--- src/rtl/timer_counter.sv ---
// Memory-mapped programmable down-counter with one-shot and auto-reload modes.
// Registers: CTRL (En/Mode/IM), PRESET, COUNT (read-only); irq = irq_flag & IM, registered.
module timer_counter (
    input  logic        clk,
    input  logic        reset,
    input  logic [31:0] addr,
    input  logic        we,
    input  logic [31:0] wdata,
    output logic [31:0] rdata,
    output logic        irq
);

    typedef enum logic [1:0] {IDLE, LOAD, CNT, INT} state_t;

    state_t      state;
    logic        en;
    logic        im;
    logic [1:0]  mode;
    logic [31:0] preset;
    logic [31:0] count;
    logic        irq_flag;

    logic ctrl_wr, preset_wr, auto_reload, expire, flag_nxt, im_nxt;
    logic unused_addr;

    assign ctrl_wr     = we && (addr[3:2] == 2'b00);
    assign preset_wr   = we && (addr[3:2] == 2'b01);
    assign auto_reload = (mode == 2'b01);
    assign expire      = (state == CNT) && en && (count <= 32'd1);
    assign im_nxt      = ctrl_wr ? wdata[3] : im;
    assign unused_addr = ^{addr[31:4], addr[1:0]};

    // Expiry set has priority over the clear caused by a CTRL write.
    always_comb begin
        flag_nxt = irq_flag;
        if (ctrl_wr || (state == INT && auto_reload))
            flag_nxt = 1'b0;
        if (expire)
            flag_nxt = 1'b1;
    end

    always_ff @(posedge clk or posedge reset) begin
        if (reset) begin
            state    <= IDLE;
            en       <= 1'b0;
            im       <= 1'b0;
            mode     <= 2'b00;
            preset   <= 32'd0;
            count    <= 32'd0;
            irq_flag <= 1'b0;
            irq      <= 1'b0;
        end else begin
            irq_flag <= flag_nxt;
            irq      <= flag_nxt & im_nxt;
            case (state)
                IDLE: if (en) state <= LOAD;
                LOAD: begin
                    count <= preset;
                    state <= CNT;
                end
                CNT: begin
                    if (!en) begin
                        state <= IDLE;
                    end else if (expire) begin
                        count <= 32'd0;
                        state <= INT;
                    end else begin
                        count <= count - 32'd1;
                    end
                end
                INT: begin
                    if (auto_reload) begin
                        state <= LOAD;
                    end else begin
                        en    <= 1'b0;
                        state <= IDLE;
                    end
                end
                default: state <= IDLE;
            endcase
            // Placed after the FSM so a CPU CTRL write overrides the one-shot En clear.
            if (ctrl_wr) begin
                en   <= wdata[0];
                mode <= wdata[2:1];
                im   <= wdata[3];
            end
            if (preset_wr)
                preset <= wdata;
        end
    end

    always_comb begin
        case (addr[3:2])
            2'b00:   rdata = {28'd0, im, mode, en};
            2'b01:   rdata = preset;
            2'b10:   rdata = count;
            default: rdata = 32'd0;
        endcase
    end

endmodule

--- config.mk ---
export PLATFORM = sky130hd
export DESIGN_NAME = timer_counter
export DESIGN_NICKNAME = d
export VERILOG_FILES = /design/src/rtl/timer_counter.sv
export SDC_FILE = /design/constraint.sdc
export NUM_CORES = 1
export LEC_CHECK = 0
export BUFFER_PORTS_ARGS = -buffer_cell sky130_fd_sc_hd__buf_4
export CORE_MARGIN = 1.5
export CORE_UTILIZATION = 35
export DETAILED_ROUTE_END_ITERATION = 7
export PLACE_DENSITY_LB_ADDON = 0.12
export SLEW_MARGIN = 20
export SYNTH_ARGS = -nofsm -noshare
export SYNTH_HDL_FRONTEND = slang
export SYNTH_SLANG_ARGS = --single-unit
--- constraint.sdc ---
create_clock -name clk -period 4.6 [get_ports clk]
set_input_delay 0.92 -clock clk [delete_from_list [all_inputs] [get_ports clk]]
set_output_delay 0.92 -clock clk [all_outputs]
set_load 0.02 [all_outputs]
==> results.md <==
- The number of detailed-routing iterations run before antenna repair is 4.
- The cell area power density is 595 nW/µm².
- In this run, synthesis inferred 0 flip-flops with an integrated enable.
- The clock latency on the worst-skew pair is 0.33 ns.
- Setup violations remaining at the end of the flow were counted as 0.
- Measured against its own limit, the worst slew margin works out to 30.1%.
- The final wirelength is 11800 µm.
- The max-slew violation count was 0.
- The via count of the first global-routing pass came to 3722.
- The core region is 11500 µm².
- The critical register-to-register path endpoint is count[31].
- The worst hold path belongs to the class register to register.
- The total nets after synthesis is 494.
- The average wire per cell in the routed design is 18.8 µm.
- The end point of the worst hold path is preset[0].
- Max-cap violations in this run came to 0.
- The worst hold path begins at preset[0].
- After synthesis the netlist holds a flip-flop and latch count of 72.
- The combinational share of power is 35.9%.
- In this run the critical register-to-register path is launched from count[5].
- The initial cell density of the core is 36.1%.
- The delay of the slowest cell on the worst path is 0.66 ns.
- The register cell area after layout is 1800 µm².
- Along the worst hold path, the cell count comes to 2.
- VDD sags by at most 207 µV.
- During synthesis, Yosys emitted a total of 0 warnings.
- Once placement finished, the instance area stood at 4770 µm².
- The share of total power dissipated in the clock network is 27.1%.
- The primary flip-flop cell chosen by synthesis mapping is sky130_fd_sc_hd__dfrtp_1.
- During I/O placement, the number of pins put on the boundary was 100.
- The slowest stage of the critical path belongs to the cell sky130_fd_sc_hd__or4_1.
- The internal power of the cells is 1.89 mW.
- The required time at the worst-slack endpoint is 4.81 ns.
- The number of filler cells placed in the layout is 1111.
- Once detailed placement completed, the half-perimeter wirelength came to 7640 µm.
- The combined area of all synthesized cells is 4130 µm².
- The full die area is 12500 µm².
- The worst reg2reg path depth is 6.
- The type of element launching the critical path is a register.
- The flow ran to the end, and the final reports show no timing, DRC or antenna violations.
- Global routing used 19.7% of the available tracks.
- The async set-reset flop share out of synthesis is 100%.
- The multi-input logic area is 2150 µm².
- The final hold violation count was 0.
- The portion of total power attributed to sequential cells is 37.0%.
- The final cell area excluding filler cells is 5130 µm².
- The vertical extent of the die is 112 µm.
- Data arrives at the worst endpoint at 3.45 ns.
- The total inserted antenna cells is 0.
- The switching power is 1.17 mW.
- Summed over all cells, the static leakage comes to 2.17 nW.
- At the end of routability-driven placement, the weighted congestion stood at 0.809.
- For the final database, setup skew stands at 0.00634 ns.
- In the final layout, the share of cells above drive strength 1 is 29.4%.
- The routed layout has 3647 vias.
- The final routed DRC violation total is 0.
- The first global-routing pass estimated 19800 µm of wire.
- Leaving out fill and tap cells, the most frequent cell in the layout is sky130_fd_sc_hd__buf_4.
- In this run, the number of DRC markers left after iteration 0 of detailed routing was 245.
- In the layout the commonest cells are sky130_fd_sc_hd__buf_4 (79), sky130_fd_sc_hd__dfrtp_1 (72), sky130_fd_sc_hd__mux2_2 (34), sky130_fd_sc_hd__a22o_1 (34), sky130_fd_sc_hd__nand2_1 (31).
- The highest net fanout along the worst path is 13.
- The switching share of power is 38.2%.
- The floorplan step set the die width to 112 µm.
- The number of antenna violations at the first check in global routing was 0.
- The achievable frequency is 309 MHz.
- The post-CTS setup buffer count is 0.
- The cell sitting at the root of the clock tree is a sky130_fd_sc_hd__clkbuf_16.
- The worst-margin pin slew is 1.04 ns.
- Counting every instance in the synthesized netlist gives 425.
- The post-route fraction of the period consumed by the critical path is 70.3%.
- The vias per cell is 5.83.
- Counting the buffers created by CTS gives 9.
- The CTS tree is done.
- After clock tree synthesis, the repair step resized 0 gates.
- The count of hold buffers inserted by post-cts repair is 0.
- The clock input transition at the sequential cells of the worst setup and hold paths is 0.06 ns.
- The part of the Yosys area used for sequential elements is 43.6%.
- Entering global routing, the biggest net connects 43 pins.
- The distinct cell type count of the synthesized netlist is 49.
- The post-layout minimum cycle time is 3.23 ns.
- Row generation in the floorplan step produced 39 rows.
- The critical path capture point type is a register.
- The total overflow left after global routing is 0.
- The count of nets left with antenna violations once routing finished came out at 0.
- The count of buffers inserted at the top-level ports is 69.
- The type of the setup path with the least slack is register to register.
- For this design, the sink count on the clock tree is 72.
- Traced cell by cell, the critical path runs through or4_1 > nor4_1 > nand4_1 > buf_4 > o2111a_1 > a311o_1.
- Setup repair after global routing left no endpoint under its margin.
- After routing, the total negative slack on setup checks comes to 0 ns.
- The per-instance average area after synthesis is 9.73 µm².
- Compared with the post-synthesis result, the final layout area differs by 24.2%.
- The H-tree was split into 3 levels.
- The slack of the worst reg-to-reg path is 1.37 ns.
- The final-stage net count is 547.
- The clock passes through at most 2 buffers.
[power by group through the flow]
stage	Sequential [mW]	Clock (mW)	Combinational, mW
6_report	1.13	0.829	1.10
5_1_grt	1.17	0.866	1.23
4_1_cts	1.12	0.841	1.10
3_5_place_dp	1.13	0	1.09
3_3_place_gp	1.12	0	1.08
2_1_floorplan	1.03	0	0.837
[layout make-up]
type / instances / area share, %
clock inverter: 5 / 2.00
sequential: 72 / 35.1
inverter: 13 / 0.951
tap: 143 / 3.49
clock buffer: 11 / 4.92
timing repair buffer: 79 / 11.6
multi-input combinational: 303 / 42.0
[layer usage]
metal  share of wire, %  vias up  track usage, %  wire [µm]
met5                  0        -               0          0
met4               0.73        0            5.74         86
met3                6.1        6            4.19        717
met2                 46      115            30.9       5390
met1                 47     1782            27.4       5560
li1                   -     1744               -          -
[worst max-delay path: cells and delay by family, from the launching register on]
kind / cells / cell delay [ns]
AND/OR/NAND/NOR: 3 / 1.77
flip-flops: 1 / 0.46
AO/OA/AOI/OAI: 2 / 0.46
buffers and inverters: 1 / 0.42
[sequential cells by signal, summed over array words and instances (netlist names)]
register  count
state         2
en            1
preset       32
count        32
irq           1
irq_flag      1
mode          2
im            1
[cells by family (layout without fill, tap and decap cells)]
family	Yosys count	count (layout)	share of synthesized area, %
flip-flops	72	72	43.6
AND/OR/NAND/NOR	138	138	17.9
adder cells (fa/ha/maj)	2	2	0.605
buffers and inverters	50	108	4.81
AO/OA/AOI/OAI	122	122	22.2
multiplexers	41	41	11.0
[worst max path at each step]
stage | from | end | slack (ns) | depth (start not counted)
global route | count[5] | count[31] | 1.23 | 6
detailed placement | count[5] | count[31] | 1.44 | 6
CTS | count[5] | count[31] | 1.43 | 6
floorplan | addr[3] | rdata[10] | 1.49 | 5
global placement | count[5] | count[31] | 1.47 | 6
finish | count[5] | count[31] | 1.37 | 6
[cells in the mapped netlist (2+ instances only)]
cell type | n | share of area (%)
sky130_fd_sc_hd__o41a_1 | 2 | 0.54
sky130_fd_sc_hd__o31ai_1 | 8 | 1.5
sky130_fd_sc_hd__nor2_1 | 16 | 1.5
sky130_fd_sc_hd__a21oi_1 | 11 | 1.3
sky130_fd_sc_hd__or3_1 | 7 | 1.1
sky130_fd_sc_hd__buf_1 | 6 | 0.54
sky130_fd_sc_hd__nand2_1 | 31 | 2.8
sky130_fd_sc_hd__buf_2 | 3 | 0.36
sky130_fd_sc_hd__a311o_1 | 2 | 0.48
sky130_fd_sc_hd__nand4_1 | 9 | 1.4
sky130_fd_sc_hd__dfrtp_1 | 72 | 44
sky130_fd_sc_hd__o41ai_1 | 6 | 1.3
sky130_fd_sc_hd__nand3_1 | 19 | 2.3
sky130_fd_sc_hd__o2bb2ai_1 | 2 | 0.42
sky130_fd_sc_hd__o2111ai_1 | 4 | 0.85
sky130_fd_sc_hd__a31o_2 | 2 | 0.42
sky130_fd_sc_hd__o21ai_0 | 18 | 2.2
sky130_fd_sc_hd__and3_1 | 5 | 0.76
sky130_fd_sc_hd__nor2b_1 | 5 | 0.76
sky130_fd_sc_hd__nand2b_1 | 3 | 0.45
sky130_fd_sc_hd__o211ai_1 | 7 | 1.3
sky130_fd_sc_hd__clkbuf_1 | 27 | 2.5
sky130_fd_sc_hd__a22o_1 | 34 | 7.2
sky130_fd_sc_hd__mux2_2 | 34 | 9.3
sky130_fd_sc_hd__or2_2 | 3 | 0.45
sky130_fd_sc_hd__or4_1 | 10 | 1.8
sky130_fd_sc_hd__mux2i_1 | 7 | 1.7
sky130_fd_sc_hd__a31oi_1 | 6 | 0.91
sky130_fd_sc_hd__o311ai_0 | 2 | 0.42
sky130_fd_sc_hd__and2_1 | 3 | 0.45
sky130_fd_sc_hd__inv_1 | 12 | 1.1
sky130_fd_sc_hd__ha_1 | 2 | 0.61
sky130_fd_sc_hd__nor4_1 | 9 | 1.4
sky130_fd_sc_hd__nor3_1 | 12 | 1.5
sky130_fd_sc_hd__a22oi_1 | 12 | 2.2
[through the flow]
stage / hold slack (ns) / util (%) / setup WS, ns / cells / total power [mW]
after CTS: 0.519 / 44.7 / 1.43 / 626 / 3.06
after floorplan: 0.465 / - / 1.49 / 425 / 1.86
after detailed placement: 0.504 / 41.6 / 1.44 / 610 / 2.22
after global routing: 0.537 / 44.8 / 1.23 / 626 / 3.27
after global placement: 0.498 / 41.6 / 1.47 / 610 / 2.21
final: 0.512 / 44.8 / 1.37 / 626 / 3.05
Note: power is estimated with default switching activity, not from simulation.
